## src/rtl/ps2_keyboard_controller.sv

```systemverilog
// rtl/ps2_keyboard_controller.sv - PS/2 keyboard receiver with Set-2 prefix folding and event FIFO
module ps2_keyboard_controller #(
  parameter int FIFO_DEPTH     = 8,
  parameter int TIMEOUT_CYCLES = 50000
) (
  input  logic       CLOCK_50,
  input  logic       RESET_N,
  input  logic       PS2_CLK,
  input  logic       PS2_DAT,
  input  logic       rd_en,
  input  logic       clear_errors,
  output logic [7:0] key_code,
  output logic       key_extended,
  output logic       key_release,
  output logic       key_valid,
  output logic       frame_error,
  output logic       overflow
);

  localparam int AW = $clog2(FIFO_DEPTH);
  localparam int CW = AW + 1;
  localparam int TW = $clog2(TIMEOUT_CYCLES + 1);
  localparam logic [TW-1:0] TIMEOUT_LIMIT = TW'(TIMEOUT_CYCLES);
  localparam logic [CW-1:0] FIFO_FULL_CNT = CW'(FIFO_DEPTH);
  localparam logic [7:0]    CODE_EXT      = 8'hE0;
  localparam logic [7:0]    CODE_REL      = 8'hF0;

  typedef enum logic [1:0] {IDLE, DATA, PARITY, STOP} state_t;

  // synchronizer and edge-detect state
  logic clk_meta, clk_sync, clk_sync_prev;
  logic dat_meta, dat_sync;
  logic ps2_fall;

  // frame FSM state
  state_t     state, state_nxt;
  logic [2:0] bit_cnt, bit_cnt_nxt;
  logic [7:0] shift_reg, shift_nxt;
  logic       parity_bit, parity_nxt;
  logic       strobe_nxt, ferr_set;
  logic       timed_out;
  logic [TW-1:0] timeout_cnt;

  // byte strobe stage
  logic       byte_strobe;
  logic [7:0] byte_data;

  // prefix decode stage
  logic       ext_pending, rel_pending;
  logic       push_req;
  logic [9:0] push_data;

  // event FIFO
  logic [9:0]    mem [FIFO_DEPTH];
  logic [AW-1:0] wr_ptr, rd_ptr;
  logic [CW-1:0] count;
  logic          fifo_full, pop, wr_ok, ovf_set;
  logic [9:0]    head;

  assign ps2_fall = clk_sync_prev & ~clk_sync;

  // two-flop synchronizers; idle-high reset values so reset release never looks like an edge
  always_ff @(posedge CLOCK_50 or negedge RESET_N) begin
    if (!RESET_N) begin
      clk_meta      <= 1'b1;
      clk_sync      <= 1'b1;
      clk_sync_prev <= 1'b1;
      dat_meta      <= 1'b1;
      dat_sync      <= 1'b1;
    end else begin
      clk_meta      <= PS2_CLK;
      clk_sync      <= clk_meta;
      clk_sync_prev <= clk_sync;
      dat_meta      <= PS2_DAT;
      dat_sync      <= dat_meta;
    end
  end

  assign timed_out = (state != IDLE) && !ps2_fall && (timeout_cnt == TIMEOUT_LIMIT);

  // stall counter: runs only while a frame is open and no PS/2 edge arrives
  always_ff @(posedge CLOCK_50 or negedge RESET_N) begin
    if (!RESET_N) begin
      timeout_cnt <= '0;
    end else if (state == IDLE || ps2_fall || timed_out) begin
      timeout_cnt <= '0;
    end else begin
      timeout_cnt <= timeout_cnt + TW'(1);
    end
  end

  // frame FSM next-state: only falling edges advance it, the stall timer can abandon it
  always_comb begin
    state_nxt   = state;
    bit_cnt_nxt = bit_cnt;
    shift_nxt   = shift_reg;
    parity_nxt  = parity_bit;
    strobe_nxt  = 1'b0;
    ferr_set    = 1'b0;
    if (ps2_fall) begin
      case (state)
        IDLE: begin
          if (!dat_sync) begin
            state_nxt   = DATA;
            bit_cnt_nxt = 3'd0;
          end
        end
        DATA: begin
          shift_nxt   = {dat_sync, shift_reg[7:1]};
          bit_cnt_nxt = bit_cnt + 3'd1;
          if (bit_cnt == 3'd7) begin
            state_nxt = PARITY;
          end
        end
        PARITY: begin
          parity_nxt = dat_sync;
          state_nxt  = STOP;
        end
        STOP: begin
          state_nxt = IDLE;
          if ((^shift_reg ^ parity_bit) && dat_sync) begin
            strobe_nxt = 1'b1;
          end else begin
            ferr_set = 1'b1;
          end
        end
        default: state_nxt = IDLE;
      endcase
    end else if (timed_out) begin
      state_nxt = IDLE;
    end
  end

  // frame FSM registers and the registered byte strobe
  always_ff @(posedge CLOCK_50 or negedge RESET_N) begin
    if (!RESET_N) begin
      state       <= IDLE;
      bit_cnt     <= 3'd0;
      shift_reg   <= 8'h00;
      parity_bit  <= 1'b0;
      byte_strobe <= 1'b0;
      byte_data   <= 8'h00;
    end else begin
      state       <= state_nxt;
      bit_cnt     <= bit_cnt_nxt;
      shift_reg   <= shift_nxt;
      parity_bit  <= parity_nxt;
      byte_strobe <= strobe_nxt;
      if (strobe_nxt) begin
        byte_data <= shift_reg;
      end
    end
  end

  // sticky frame error; a new failure outranks a simultaneous clear
  always_ff @(posedge CLOCK_50 or negedge RESET_N) begin
    if (!RESET_N) begin
      frame_error <= 1'b0;
    end else begin
      frame_error <= ferr_set | (frame_error & ~clear_errors);
    end
  end

  // fold E0/F0 prefixes into flags and issue one push per real scancode
  always_ff @(posedge CLOCK_50 or negedge RESET_N) begin
    if (!RESET_N) begin
      ext_pending <= 1'b0;
      rel_pending <= 1'b0;
      push_req    <= 1'b0;
      push_data   <= 10'h000;
    end else begin
      push_req <= 1'b0;
      if (byte_strobe) begin
        if (byte_data == CODE_EXT) begin
          ext_pending <= 1'b1;
        end else if (byte_data == CODE_REL) begin
          rel_pending <= 1'b1;
        end else begin
          push_req    <= 1'b1;
          push_data   <= {ext_pending, rel_pending, byte_data};
          ext_pending <= 1'b0;
          rel_pending <= 1'b0;
        end
      end
    end
  end

  assign fifo_full = (count == FIFO_FULL_CNT);
  assign key_valid = (count != '0);
  assign pop       = rd_en & key_valid;
  assign wr_ok     = push_req & (~fifo_full | pop);
  assign ovf_set   = push_req & fifo_full & ~pop;

  // FIFO pointers and occupancy; a full FIFO still accepts a write that coincides with a pop
  always_ff @(posedge CLOCK_50 or negedge RESET_N) begin
    if (!RESET_N) begin
      wr_ptr <= '0;
      rd_ptr <= '0;
      count  <= '0;
    end else begin
      if (wr_ok) begin
        wr_ptr <= wr_ptr + AW'(1);
      end
      if (pop) begin
        rd_ptr <= rd_ptr + AW'(1);
      end
      case ({wr_ok, pop})
        2'b10:   count <= count + CW'(1);
        2'b01:   count <= count - CW'(1);
        default: count <= count;
      endcase
    end
  end

  // FIFO storage; contents are only visible through the valid-gated head
  always_ff @(posedge CLOCK_50) begin
    if (wr_ok) begin
      mem[wr_ptr] <= push_data;
    end
  end

  // sticky overflow; a new drop outranks a simultaneous clear
  always_ff @(posedge CLOCK_50 or negedge RESET_N) begin
    if (!RESET_N) begin
      overflow <= 1'b0;
    end else begin
      overflow <= ovf_set | (overflow & ~clear_errors);
    end
  end

  // show-ahead head entry, forced to zero when the FIFO is empty
  always_comb begin
    head         = mem[rd_ptr];
    key_code     = 8'h00;
    key_extended = 1'b0;
    key_release  = 1'b0;
    if (key_valid) begin
      key_code     = head[7:0];
      key_extended = head[9];
      key_release  = head[8];
    end
  end

endmodule

```

## config.mk

```make
export PLATFORM = sky130hd
export DESIGN_NAME = ps2_keyboard_controller
export DESIGN_NICKNAME = d
export VERILOG_FILES = /design/src/rtl/ps2_keyboard_controller.sv
export SDC_FILE = /design/constraint.sdc
export NUM_CORES = 1
export LEC_CHECK = 0
export ABC_AREA = 1
export BUFFER_PORTS_ARGS = -buffer_cell sky130_fd_sc_hd__buf_2
export CAP_MARGIN = 20
export CORE_ASPECT_RATIO = 0.75
export CORE_MARGIN = 2
export CORE_UTILIZATION = 41
export CTS_CLUSTER_DIAMETER = 150
export DETAILED_ROUTE_END_ITERATION = 8
export GPL_ROUTABILITY_DRIVEN = 0
export PLACE_DENSITY_LB_ADDON = 0.3
export SYNTH_ARGS = -nofsm -noshare
export SYNTH_HDL_FRONTEND = slang
export SYNTH_SLANG_ARGS = --single-unit
```

## constraint.sdc

```tcl
create_clock -name CLOCK_50 -period 2.3 [get_ports CLOCK_50]
set_input_delay 0.345 -clock CLOCK_50 [delete_from_list [all_inputs] [get_ports CLOCK_50]]
set_output_delay 0.345 -clock CLOCK_50 [all_outputs]
set_load 0.05 [all_outputs]
```

Yosys cells after proc, flatten, opt, wreduce, memory -nomap -nowiden

Memories as Yosys holds them, arrays and structs flattened.
Index checks and enable logic that the tools add are counted.

Bits in writable memories: 80
Bits in registers: 69
Output and inout bits: 13
Memories kept: 1

Memory list:

| memory | depth | bits a word | read ports | clocked after memory_dff | wr ports | RTL line | text |
|---|---|---|---|---|---|---|---|
| mem    | 8     | 10          | 1          | 0                        | 1        | 54       | `logic [9:0] mem [FIFO_DEPTH];` |

Bitwise gates (word level): 17
Reductions and logical operators: 20
Muxes and demuxes: 26
Equal/unequal tests: 14
Add/sub/neg operators: 6

Operators by type and width:

| kind                                           | count |
|---|---|
| adder 16 x 1 -> 16 bit (second input constant) | 1 |
| == test 16 bit (second input constant)         | 1 |
| == test 8 bit (second input constant)          | 2 |
| two-way mux 1 bit                              | 16 |
| two-way mux 16 bit                             | 1 |
| adder 3 x 1 -> 3 bit (second input constant)   | 3 |
| AND reduction 3 bit                            | 3 |
| two-way mux 2 bit                              | 4 |
| two-way mux 8 bit                              | 1 |
| case mux 2 bit (4 select lines)                | 1 |
| case mux 4 bit (2 select lines)                | 1 |
| AND reduction 2 bit                            | 4 |
| nonzero test 2 bit                             | 4 |
| parity 8 bit                                   | 1 |
| AND 1 bit                                      | 7 |
| == test 2 bit (second input constant)          | 3 |
| != test 3 bit (second input constant)          | 2 |
| NOT 1 bit                                      | 6 |
| case mux 3 bit (2 select lines)                | 1 |
| adder 4 x 1 -> 4 bit (second input constant)   | 1 |
| == test 2 x 1 -> 1 bit (second input constant) | 2 |
| == test 4 bit (second input constant)          | 1 |
| != test 2 bit (second input constant)          | 2 |
| nonzero test 4 bit                             | 1 |
| other kinds (9)                                | 14 |

Longest topological paths before layout

Gate-level depths: netlist of the first run.

Depth in word-level cells: 7
Mapped depth: 12
Mapped depth without buffers: 12

Worst setup path after synthesis of the first run

Ideal clock, no wire load.

Path kind: register to output
Start: reg count[0]
End: out key_code[0]
Buffers on the path: 1
Stages on the path, launching flop included: 6
Arrival: 2.032 ns
Setup slack: -0.077 ns
Cell sequence: dfrtp_1 -> nor2_1 -> nand2_2 -> clkbuf_1 -> o21ai_0 -> nor2_1

Cells in the longest elaborated chain, start to end: 2

RTL lines:

| item                   | RTL line | text |
|---|---|---|
| start, declared        | 56       | `logic [CW-1:0] count;` |
| start signal, assigned | 208      | `2'b10: count <= count + CW'(1);` |
| start signal, assigned | 209      | `2'b01: count <= count - CW'(1);` |
| start signal, assigned | 210      | `default: count <= count;` |
| nonzero test 4 bit     | 189      | `assign key_valid = (count != '0);` |
| net key_valid          | 15       | `output logic key_valid,` |
| two-way mux 8 bit      | 237      | `if (key_valid) begin` |
| end, declared          | 12       | `output logic [7:0] key_code,` |

The timed path passes the listed nets, and every way through them passes these cells.

Final worst setup path of the first run

Start: reg rd_ptr[0]
End: out key_code[1]

Cells in the longest elaborated chain, start to end: 2

RTL lines:

| item                     | RTL line | text |
|---|---|---|
| start, declared          | 55       | `logic [AW-1:0] wr_ptr, rd_ptr;` |
| start signal, assigned   | 205      | `rd_ptr <= rd_ptr + AW'(1);` |
| memory read (8 x 10 bit) | --       |  |
| two-way mux 8 bit        | 237      |  |

Every way passes these cells.

==> out/results.tsv, run 1 <==
stage	metric	value	unit
routing	via count	4521	
yosys	synth unique cells	43	
sta	Max-slew headroom	32.3	%
critical_path	largest delay contributor family on the critical path	flip-flops	
routing	DRT iter0 DRCs	269	
layout	post-layout util	50.4	%
critical_path	Crit-path slowest cell	dfrtp_2	
power	Worst VDD drop	0.564	mV
critical_path	reg2reg end	mem[3][5]$_DFFE_PP_	
cts	CTS tree	yes	
power	leakage power	3.22	nW
hold_path	Worst Hold Path EP	dat_meta$_DFF_PN1_	
global_route	all-layer global routing usage	17.1	%
cts	clock sinks	149	
placement	Placed Area	0.00695	mm^2
global_route	vias in the first global route	4397	
yosys	sequential element share of the synthesized area	63.8	%
critical_path	CP required	1.96	ns
critical_path	Crit. End Element	output port	
sta	Fin Hold WS	0.0212	ns
global_route	number of antenna violations at the first check in global routing	0	
critical_path	FF-to-FF Start	count[3]$_DFFE_PN0P_	
floorplanning	core area	0.0153	mm^2
cts	worst skew pair latency	0.42	ns
cts	clk root buf	clkbuf_16	
sta	RSZ-0062 raised after global routing	no	
layout	Regs by FF count	mem (80), timeout_cnt (16), push_data (10)	
sta	period utilization	96.8	%
floorplanning	DIE WIDTH	149	um
critical_path	type of origin of the critical path	flop	
job	max_cap viols	0	
power	PD cells	1230	mW/mm^2
layout	layout cells sized above 1	17.9	%
routing	1st-pass router iterations	5	
yosys	most numerous cell in the Yosys netlist	nand2_1	
cts	clk buf depth	2	
layout	max reg flops	80	
hold_path	hold path start	PS2_DAT	
layout	Nets	680	
yosys	Synth Instances	619	
yosys	main flop type after synthesis	edfxtp_1	
floorplanning	Die Y	113	um
critical_path	CP peak stage delay	0.46	ns
routing	# DRC	0	
sta	Peak Freq	0.449	GHz
sta	worst slew pin tran	1.01	ns
critical_path	CP Cell Sequence	inv_4, buf_12, nor2_1, o32ai_1, nor2_1, nor2_2, buf_6	
placement	DP Wirelength	8900	um
routing	DR WL/cell	15.3	um
yosys	syn_nets	636	
critical_path	reg2reg path depth	8	
layout	Largest Register	mem	
global_route	GRT overflow	0	
power	Tot Pwr	9.50	mW
yosys	Yosys warnings	0	
layout	final instance area	0.00772	mm^2
yosys	number of enable flip-flop cells after synthesis	80	
hold_path	Min-Delay Path Class	in -> reg	
placement	number of port buffers	18	
critical_path	crit path max fanout	14	
global_route	largest net degree at the start of global routing	43	
outcome	status	completed	
sta	post-layout min period	2.23	ns
placement	worst slack, placed	0.169	ns
yosys	post-synth top area share	37.1	%
floorplanning	row count	39	
sta	# setup viols final	0	
yosys	ys async rst share	46.3	%
routing	final wirelength	13400	um
sta	Final WS setup	0.0726	ns
routing	Via-to-Cell Ratio	5.13	
yosys	top cells by count, synth	nand2_1 (121), nor2_1 (110), edfxtp_1 (80), dfrtp_1 (64), inv_1 (45)	
critical_path	r2r setup slk	0.17	ns
floorplanning	Starting Density	42.3	%
routing	Final ANT Viol Nets	0	
hold_path	Hold Crit Depth	1	
layout	Area growth, synth to finish	19.2	%
layout	ant diodes	0	
sta	Worst Skew	0.00742	ns
sta	final hold vios	0	
yosys	synthesized area	0.00648	mm^2
cts	Num CTS Buffers	17	
sta	Slew Limit Fails	0	
yosys	flops & latches, synth	149	
critical_path	Worst Path Arrival	1.88	ns
critical_path	critical path class	reg -> out	
yosys	Synth area leaders	edfxtp_1 (37%), dfrtp_1 (25%), nand2_1 (7.0%)	
sta	setup_tns	0	ns
critical_path	Buf/Inv on CP	3	
yosys	area leader, netlist	edfxtp_1	
floorplanning	die area	0.0168	mm^2
global_route	global-route wire length before repair	22200	um
yosys	Syn Area/Cell	10.5	um^2
floorplanning	IO Pins	19	
cts	clock-pin transition on the worst setup and hold timing paths	0.06	ns
cts	H-tree depth	4	
placement	dpl cells	845	
layout	Finished Layout Cells	881	
critical_path	most frequent CP cell	nor2_1	
==> placed cells by master, fill, tap and decap left out, drive strengths merged, types with 2 or more instances in the layout <==
cell type,instances
dfstp,5
a32o,2
clkbuf,21
clkinv,7
nand2,130
nand4,9
a21oi,5
bufinv,4
xnor2,6
buf,39
nor3b,4
ha,11
nand3,27
xor2,8
o21ai,44
edfxtp,80
nor3,6
nor2,120
dlygate4sd3,2
inv,47
o32ai,20
dfrtp,64
clkinvlp,3
or2,4
==> power breakdown <==
part	total [mW]	switching, mW	internal [mW]	leakage (nW)
Combinational	3.50	2.25	1.25	1.25
Clock	2.87	1.06	1.81	0.291
Sequential	3.13	0.165	2.96	1.67
==> worst register-to-register path, delay by kind of cell (launching register included) <==
kind,cells,cell delay (ns)
buffers and inverters,1,0.07
flip-flops,1,0.40
AND/OR/NAND/NOR,7,1.27
==> worst max path at each step <==
| stage | from | endpoint | slack (ns) | cells after the start |
|---|---|---|---|---|
| floorplan | count[0]$_DFFE_PN0P_ | key_code[0] | 0.1 | 5 |
| global placement | rd_ptr[0]$_DFFE_PN0N_ | key_code[1] | 0.26 | 6 |
| detailed placement | count[3]$_DFFE_PN0P_ | mem[1][2]$_DFFE_PP_ | 0.17 | 8 |
| CTS | rd_ptr[0]$_DFFE_PN0N_ | key_code[7] | 0.01 | 7 |
| global route | rd_ptr[0]$_DFFE_PN0N_ | key_code[2] | 0.002 | 6 |
| finish | rd_ptr[0]$_DFFE_PN0N_ | key_code[1] | 0.07 | 7 |
==> what timing repair did <==
item	in CTS	in global routing
gates resized for setup	14	22
gates cloned	0	1
pin swaps	1	2
setup buffers	1	0
hold endpoints to repair	19	1
endpoints found under the setup margin	10	17
hold buffers	1	1
==> logic make-up after synthesis <==
family	count (synthesis)	synth area share [%]
AND/OR/NAND/NOR	302	20.6
flip-flops	149	63.8
AO/OA/AOI/OAI	76	7.38
buffers and inverters	66	3.98
XOR/XNOR	14	1.89
adder cells (fa/ha/maj)	11	2.12
multiplexers	1	0.174
==> layout make-up <==
cell class	count	area (um^2)
Sequential cell	149	4140
Multi-Input combinational cell	404	2150
Clock buffer	19	433
Tap cell	205	256
Fill cell	1357	7600
Clock inverter	13	183
Timing Repair Buffer	43	384
Inverter	48	183
==> per-layer routing <==
layer | up-vias | track usage [%] | routed length, um
met3 | 9 | 4.92 | 734
li1 | 2190 | - | -
met5 | - | 0 | 0
met4 | 0 | 4.89 | 109
met2 | 97 | 26.5 | 6240
met1 | 2225 | 23.6 | 6350
Power figures use the tool's default switching activity.
==> run 2: changes to the inputs <==
CELL_PAD_IN_SITES_DETAIL_PLACEMENT = 1   (was not set)
CELL_PAD_IN_SITES_GLOBAL_PLACEMENT = 1   (was not set)
==> run 2 against run 1 <==
  * Hold slack gained 0.099 ns
  * Largest cell class unchanged
  * Clock power hardly changed
  * Critical endpoint unchanged
  * Critical path depth down 1
  * Count of clock-buffer cells in the layout increased by 4
  * Core utilization up 0.26 points
  * Design area is 0.52% higher
  * Fmax decreased by 1.8%
==> out/results.tsv, run 2 (synthesis results as in run 1) <==
stage	metric	value	unit	change
outcome	status	completed		
critical_path	Crit-path slowest cell	dfrtp_2		
critical_path	type of origin of the critical path	flop		
sta	worst slew pin tran	0.851	ns	-0.161 ns
floorplanning	die area	0.0168	mm^2	unchanged
sta	Max-slew headroom	43.1	%	+11 points
global_route	largest net degree at the start of global routing	70		+63%
sta	Slew Limit Fails	0		unchanged
floorplanning	core area	0.0153	mm^2	unchanged
cts	clk root buf	clkbuf_16		
global_route	number of antenna violations at the first check in global routing	0		unchanged
sta	period utilization	98.6	%	+1.8 points
hold_path	Min-Delay Path Class	in -> reg		
placement	number of port buffers	18		unchanged
cts	clock sinks	149		unchanged
cts	clk buf depth	2		unchanged
sta	Worst Skew	0.00712	ns	-0.000295 ns
critical_path	CP Cell Sequence	buf_6, nor2_1, o32ai_2, o21ai_0, nor2_2, buf_4		
floorplanning	DIE WIDTH	149	um	unchanged
sta	final hold vios	0		unchanged
critical_path	largest delay contributor family on the critical path	compound AO/OA/AOI/OAI gates		
sta	Peak Freq	0.441	GHz	-1.8%
layout	ant diodes	0		unchanged
layout	max reg flops	80		unchanged
cts	clock-pin transition on the worst setup and hold timing paths	0.06	ns	about the same
layout	Nets	681		+0.15%
critical_path	Crit. End Element	output port		
cts	CTS tree	yes		
critical_path	crit path max fanout	20		+6
placement	DP Wirelength	9940	um	+12%
critical_path	Buf/Inv on CP	2		-1
floorplanning	Die Y	113	um	unchanged
critical_path	CP required	1.96	ns	about the same
layout	most common cell after layout, fill and taps aside	nand2_1		
layout	layout cells sized above 1	17.7	%	-0.17 points
layout	post-layout util	50.7	%	+0.26 points
routing	1st-pass router iterations	5		unchanged
sta	setup_tns	0	ns	unchanged
sta	post-layout min period	2.27	ns	+0.0410 ns
critical_path	Worst Path Arrival	1.92	ns	+0.04 ns
routing	met2 WL	7470	um	+20%
power	Worst VDD drop	0.516	mV	-8.5%
routing	# DRC	0		unchanged
critical_path	critical path class	reg -> out		
power	PD cells	1240	mW/mm^2	+0.97%
sta	# setup viols final	0		unchanged
critical_path	CP peak stage delay	0.43	ns	-0.03 ns
global_route	vias in the first global route	4793		+9.0%
routing	DR WL/cell	17.6	um	+16%
routing	final wirelength	15600	um	+16%
cts	worst skew pair latency	0.43	ns	about the same
cts	H-tree depth	4		unchanged
routing	M1 WL	7270	um	+14%
sta	RSZ-0062 raised after global routing	yes		
floorplanning	row count	39		unchanged
job	max_cap viols	0		unchanged
routing	Via-to-Cell Ratio	5.19		+1.2%
cts	Num CTS Buffers	17		unchanged
routing	via count	4581		+1.3%
layout	most frequent cells in the layout	nand2_1 (121), nor2_1 (99), edfxtp_1 (80)		
routing	wire length on met3	545	um	-26%
global_route	all-layer global routing usage	19.7	%	+2.6 points
routing	DRT iter0 DRCs	337		+25%
global_route	global-route wire length before repair	25200	um	+13%
layout	Largest Register	mem		
layout	fillcell total	1685		+24%
global_route	GRT overflow	0		unchanged
routing	top sig layer	met4		
floorplanning	IO Pins	19		unchanged
routing	Final ANT Viol Nets	0		unchanged
layout	Area growth, synth to finish	19.8	%	
power	leakage power	3.23	nW	+0.47%
layout	Regs by FF count	mem (80), timeout_cnt (16), push_data (10)		
floorplanning	Starting Density	42.3	%	unchanged
-- run 2: changes by cell type in the layout (fill, tap and decap cells not counted), sizes merged --
cell	change
buf	+1
clkbuf	+3
clkinv	-3
clkinvlp	-1
dlygate4sd3	+1
-- run 2: worst paths after layout --
kind                                          end  cells after the start             startpoint  slack, ns
min reg2reg                    clk_sync$_DFF_PN1_                      0     clk_meta$_DFF_PN1_       0.36
max in group asynchronous      push_req$_DFF_PN0_                      3                RESET_N       1.50
min in group asynchronous  bit_cnt[0]$_DFFE_PN0P_                      3                RESET_N       0.47
max                                   key_code[1]                      6  rd_ptr[0]$_DFFE_PN0N_       0.03
min                            overflow$_DFF_PN0_                      2           clear_errors       0.12
max reg2reg                   mem[3][1]$_DFFE_PP_                      8   count[3]$_DFFE_PN0P_       0.25
-- run 2: layout make-up --
class / instances / area, um^2 / area share, %
inverters: 48 / 183 / 2.35
multi-input cells: 404 / 2160 / 27.8
clock buffers: 23 / 458 / 5.90
flip-flops and latches: 149 / 4140 / 53.3
clock inverters: 9 / 153 / 1.97
well taps: 205 / 256 / 3.30
repair buffers: 44 / 419 / 5.40
-- run 2: timing repair --
item	in CTS	in global routing
hold buffers	2	1
cloned	0	1
resized for setup	12	31
pin swaps	0	2
buffers inserted	0	1
hold endpoints to repair	65	1
setup endpoints to repair	9	20
-- run 2: report_power, final --
| part | internal [mW] | leakage, nW | switching [mW] |
|---|---|---|---|
| Combinational | 1.28 | 1.27 | 2.36 |
| Sequential | 2.96 | 1.67 | 0.166 |
| Clock | 1.84 | 0.289 | 1.04 |
-- run 2: layer usage --
| metal | track usage [%] | vias up |
|---|---|---|
| met5 | 0 | - |
| met1 | 26.7 | 2309 |
| met2 | 30.9 | 72 |
| met3 | 5.16 | 24 |
| li1 | - | 2176 |
| met4 | 6.79 | 0 |
-- run 2: through the flow --
step	hold slack [ns]	total power, mW	cell area [um^2]	std cells	setup slack [ns]
2_1_floorplan	0.0494	5.47	6500	619	0.0998
3_3_place_gp	0.346	6.18	6950	845	0.341
3_5_place_dp	0.347	6.32	6950	845	0.154
4_1_cts	0.000847	9.38	7620	879	-0.000870
5_1_grt	0.117	10.2	7760	882	-0.0718
6_report	0.120	9.64	7760	882	0.0316
==> run 3: changes to the inputs <==
CORE_UTILIZATION = 49   (was 41)
==> run 3 against run 2 <==
  * Clock skew grew 0.0023 ns
  * Combinational power is essentially flat
  * Sequential share of layout area grew 0.28 points
  * Die area shrank 16%
  * Fmax grew 0.84%
  * Design area shrank 0.53%
  * Wire length grew 6.3%
  * Worst setup slack gained 0.019 ns
  * Sequential cell count is the same
  * Global-route usage grew 5.6 points
  * Register-to-register slack lost 0.18 ns
  * Largest cell class unchanged
==> out/results.tsv, run 3 (synthesis results as in run 1) <==
stage	metric	value	unit	change
outcome	status	completed		
global_route	number of antenna violations at the first check in global routing	0		unchanged
layout	layout cells sized above 1	18.3	%	+0.58 points
critical_path	type of origin of the critical path	flop		
routing	1st-pass router iterations	5		unchanged
critical_path	Crit-path slowest cell	dfrtp_2		
sta	worst slew pin tran	1.05	ns	+0.199 ns
placement	number of port buffers	18		unchanged
cts	number of setup buffers added after CTS	0		unchanged
floorplanning	Die Y	104	um	-8.2%
global_route	GRT overflow	0		unchanged
critical_path	CP Depth	7		+1
sta	Fin Hold WS	0.0149	ns	-0.106 ns
critical_path	reg2reg path depth	8		unchanged
cts	clk root buf	clkbuf_16		
placement	DP Wirelength	10300	um	+4.1%
layout	most frequent cells in the layout	nand2_1 (121), nor2_1 (99), edfxtp_1 (80)		
cts	H-tree depth	4		unchanged
global_route	vias in the first global route	5190		+8.3%
critical_path	CP peak stage delay	0.46	ns	+0.03 ns
cts	clk buf depth	2		unchanged
global_route	largest net degree at the start of global routing	70		unchanged
cts	clock sinks	149		unchanged
routing	DRT iter0 DRCs	335		-0.59%
routing	Final ANT Viol Nets	0		unchanged
job	max_cap viols	0		unchanged
critical_path	CP Cell Sequence	inv_4, buf_12, nor2_1, o32ai_2, o21ai_1, nor2_2, buf_6		
critical_path	Buf/Inv on CP	3		+1
floorplanning	core area	0.0130	mm^2	-15%
layout	Regs by FF count	mem (80), timeout_cnt (16), push_data (10)		
hold_path	Min-Delay Path Class	in -> reg		
layout	Largest Register	mem		
critical_path	crit path max fanout	28		+40%
sta	final hold vios	0		unchanged
sta	Slew Limit Fails	0		unchanged
sta	Worst Skew	0.00939	ns	+0.00226 ns
layout	ant diodes	0		unchanged
cts	clock-pin transition on the worst setup and hold timing paths	0.06	ns	about the same
placement	Placed Area	0.00688	mm^2	-1.0%
routing	final wirelength	16500	um	+6.3%
placement	worst slack, placed	0.123	ns	-0.0315 ns
critical_path	largest delay contributor family on the critical path	flip-flops		
floorplanning	Starting Density	50.0	%	+7.7 points
floorplanning	DIE WIDTH	137	um	-8.3%
critical_path	CP required	1.96	ns	about the same
cts	worst skew pair latency	0.43	ns	about the same
power	Worst VDD drop	0.905	mV	+75%
layout	max reg flops	80		unchanged
sta	period utilization	97.8	%	-0.82 points
sta	# setup viols final	0		unchanged
layout	Sequential cell area	0.00414	mm^2	unchanged
floorplanning	die area	0.0142	mm^2	-16%
layout	area of the multi-input gates	0.00217	mm^2	+0.70%
sta	Max-slew headroom	29.7	%	-13 points
sta	RSZ-0062 raised after global routing	yes		
sta	Final WS setup	0.0505	ns	+0.0189 ns
routing	via count	4613		+0.70%
layout	fillcell total	1380		-18%
critical_path	Worst Setup EP	key_code[2]		
critical_path	critical path class	reg -> out		
sta	post-layout min period	2.25	ns	-0.0189 ns
power	leakage power	3.24	nW	+0.14%
routing	# DRC	0		unchanged
sta	setup_tns	0	ns	unchanged
power	PD cells	1270	mW/mm^2	+2.0%
critical_path	r2r setup slk	0.07	ns	-0.18 ns
floorplanning	row count	36		-7.7%
critical_path	FF-to-FF Start	count[1]$_DFFE_PN0P_		
floorplanning	IO Pins	19		unchanged
routing	Via-to-Cell Ratio	5.47		+5.4%
sta	Peak Freq	0.445	GHz	+0.84%
cts	Num CTS Buffers	17		unchanged
global_route	global-route wire length before repair	27100	um	+7.8%
layout	Area growth, synth to finish	19.2	%	
global_route	all-layer global routing usage	25.3	%	+5.6 points
critical_path	Worst Path Arrival	1.90	ns	-0.02 ns
routing	DR WL/cell	19.6	um	+11%
critical_path	Critical path origin	rd_ptr[0]$_DFFE_PN0N_		
cts	CTS tree	yes		
layout	final instance area	0.00772	mm^2	-0.53%
layout	most common cell after layout, fill and taps aside	nand2_1		
layout	Nets	676		-0.73%
critical_path	Crit. End Element	output port		
critical_path	reg2reg end	mem[3][6]$_DFFE_PP_		
run 3: worst reg2reg max path: stages, from the launching register on:
cell and delay (ns):
dfrtp_1 0.39, nor2_1 0.09, nand2_2 0.08, nand2_2 0.05, nand4_1 0.12, nand2_1 0.11
inv_2 0.07, nand2_1 0.11, nor2_1 0.82
run 3: per-stage QoR:
step | utilization, % | cells | total power [mW]
2_1_floorplan | - | 619 | 5.47
3_3_place_gp | 53.1 | 809 | 6.11
3_5_place_dp | 53.1 | 809 | 6.30
4_1_cts | 58.9 | 843 | 9.62
5_1_grt | 59.5 | 843 | 10.3
6_report | 59.5 | 843 | 9.78
run 3: report_power, final:
| group | switching (mW) | leakage, nW | internal, mW |
|---|---|---|---|
| clock | 1.11 | 0.323 | 1.92 |
| sequential | 0.181 | 1.67 | 2.96 |
| combinational | 2.37 | 1.24 | 1.24 |
| total | 3.66 | 3.24 | 6.12 |
run 3: layout make-up:
cell class | instances | area share (%)
timing repair buffer | 39 | 4.60
inverter | 48 | 2.37
tap | 171 | 2.77
clock inverter | 8 | 1.34
clock buffer | 24 | 7.21
multi-input combinational | 404 | 28.2
sequential | 149 | 53.6
run 3: timing repair:
action	in CTS	in global routing
hold endpoints to repair	65	0
hold buffers	2	0
setup endpoints to repair	9	40
pin swaps	0	1
gates cloned	0	0
resized for setup	23	26
run 3: how the worst min path moves through the flow:
stage	cells after the start	to	slack (ns)	startpoint
detailed placement	0	dat_sync$_DFF_PN1_	0.35	dat_meta$_DFF_PN1_
global placement	0	clk_sync$_DFF_PN1_	0.35	clk_meta$_DFF_PN1_
floorplan	0	bit_cnt[0]$_DFFE_PN0P_	0.05	RESET_N
finish	1	clk_meta$_DFF_PN1_	0.01	PS2_CLK
global route	1	clk_meta$_DFF_PN1_	0.005	PS2_CLK
CTS	1	clk_meta$_DFF_PN1_	0.002	PS2_CLK
run 3: routing by layer:
| metal | vias up | track usage, % | share of wire (%) |
|---|---|---|---|
| li1 | 2171 | - | - |
| met1 | 2336 | 33.4 | 43 |
| met2 | 91 | 41.1 | 51 |
| met3 | 15 | 5.78 | 4.6 |
| met4 | 0 | 9.13 | 1.1 |
| met5 | - | 0 | 0 |
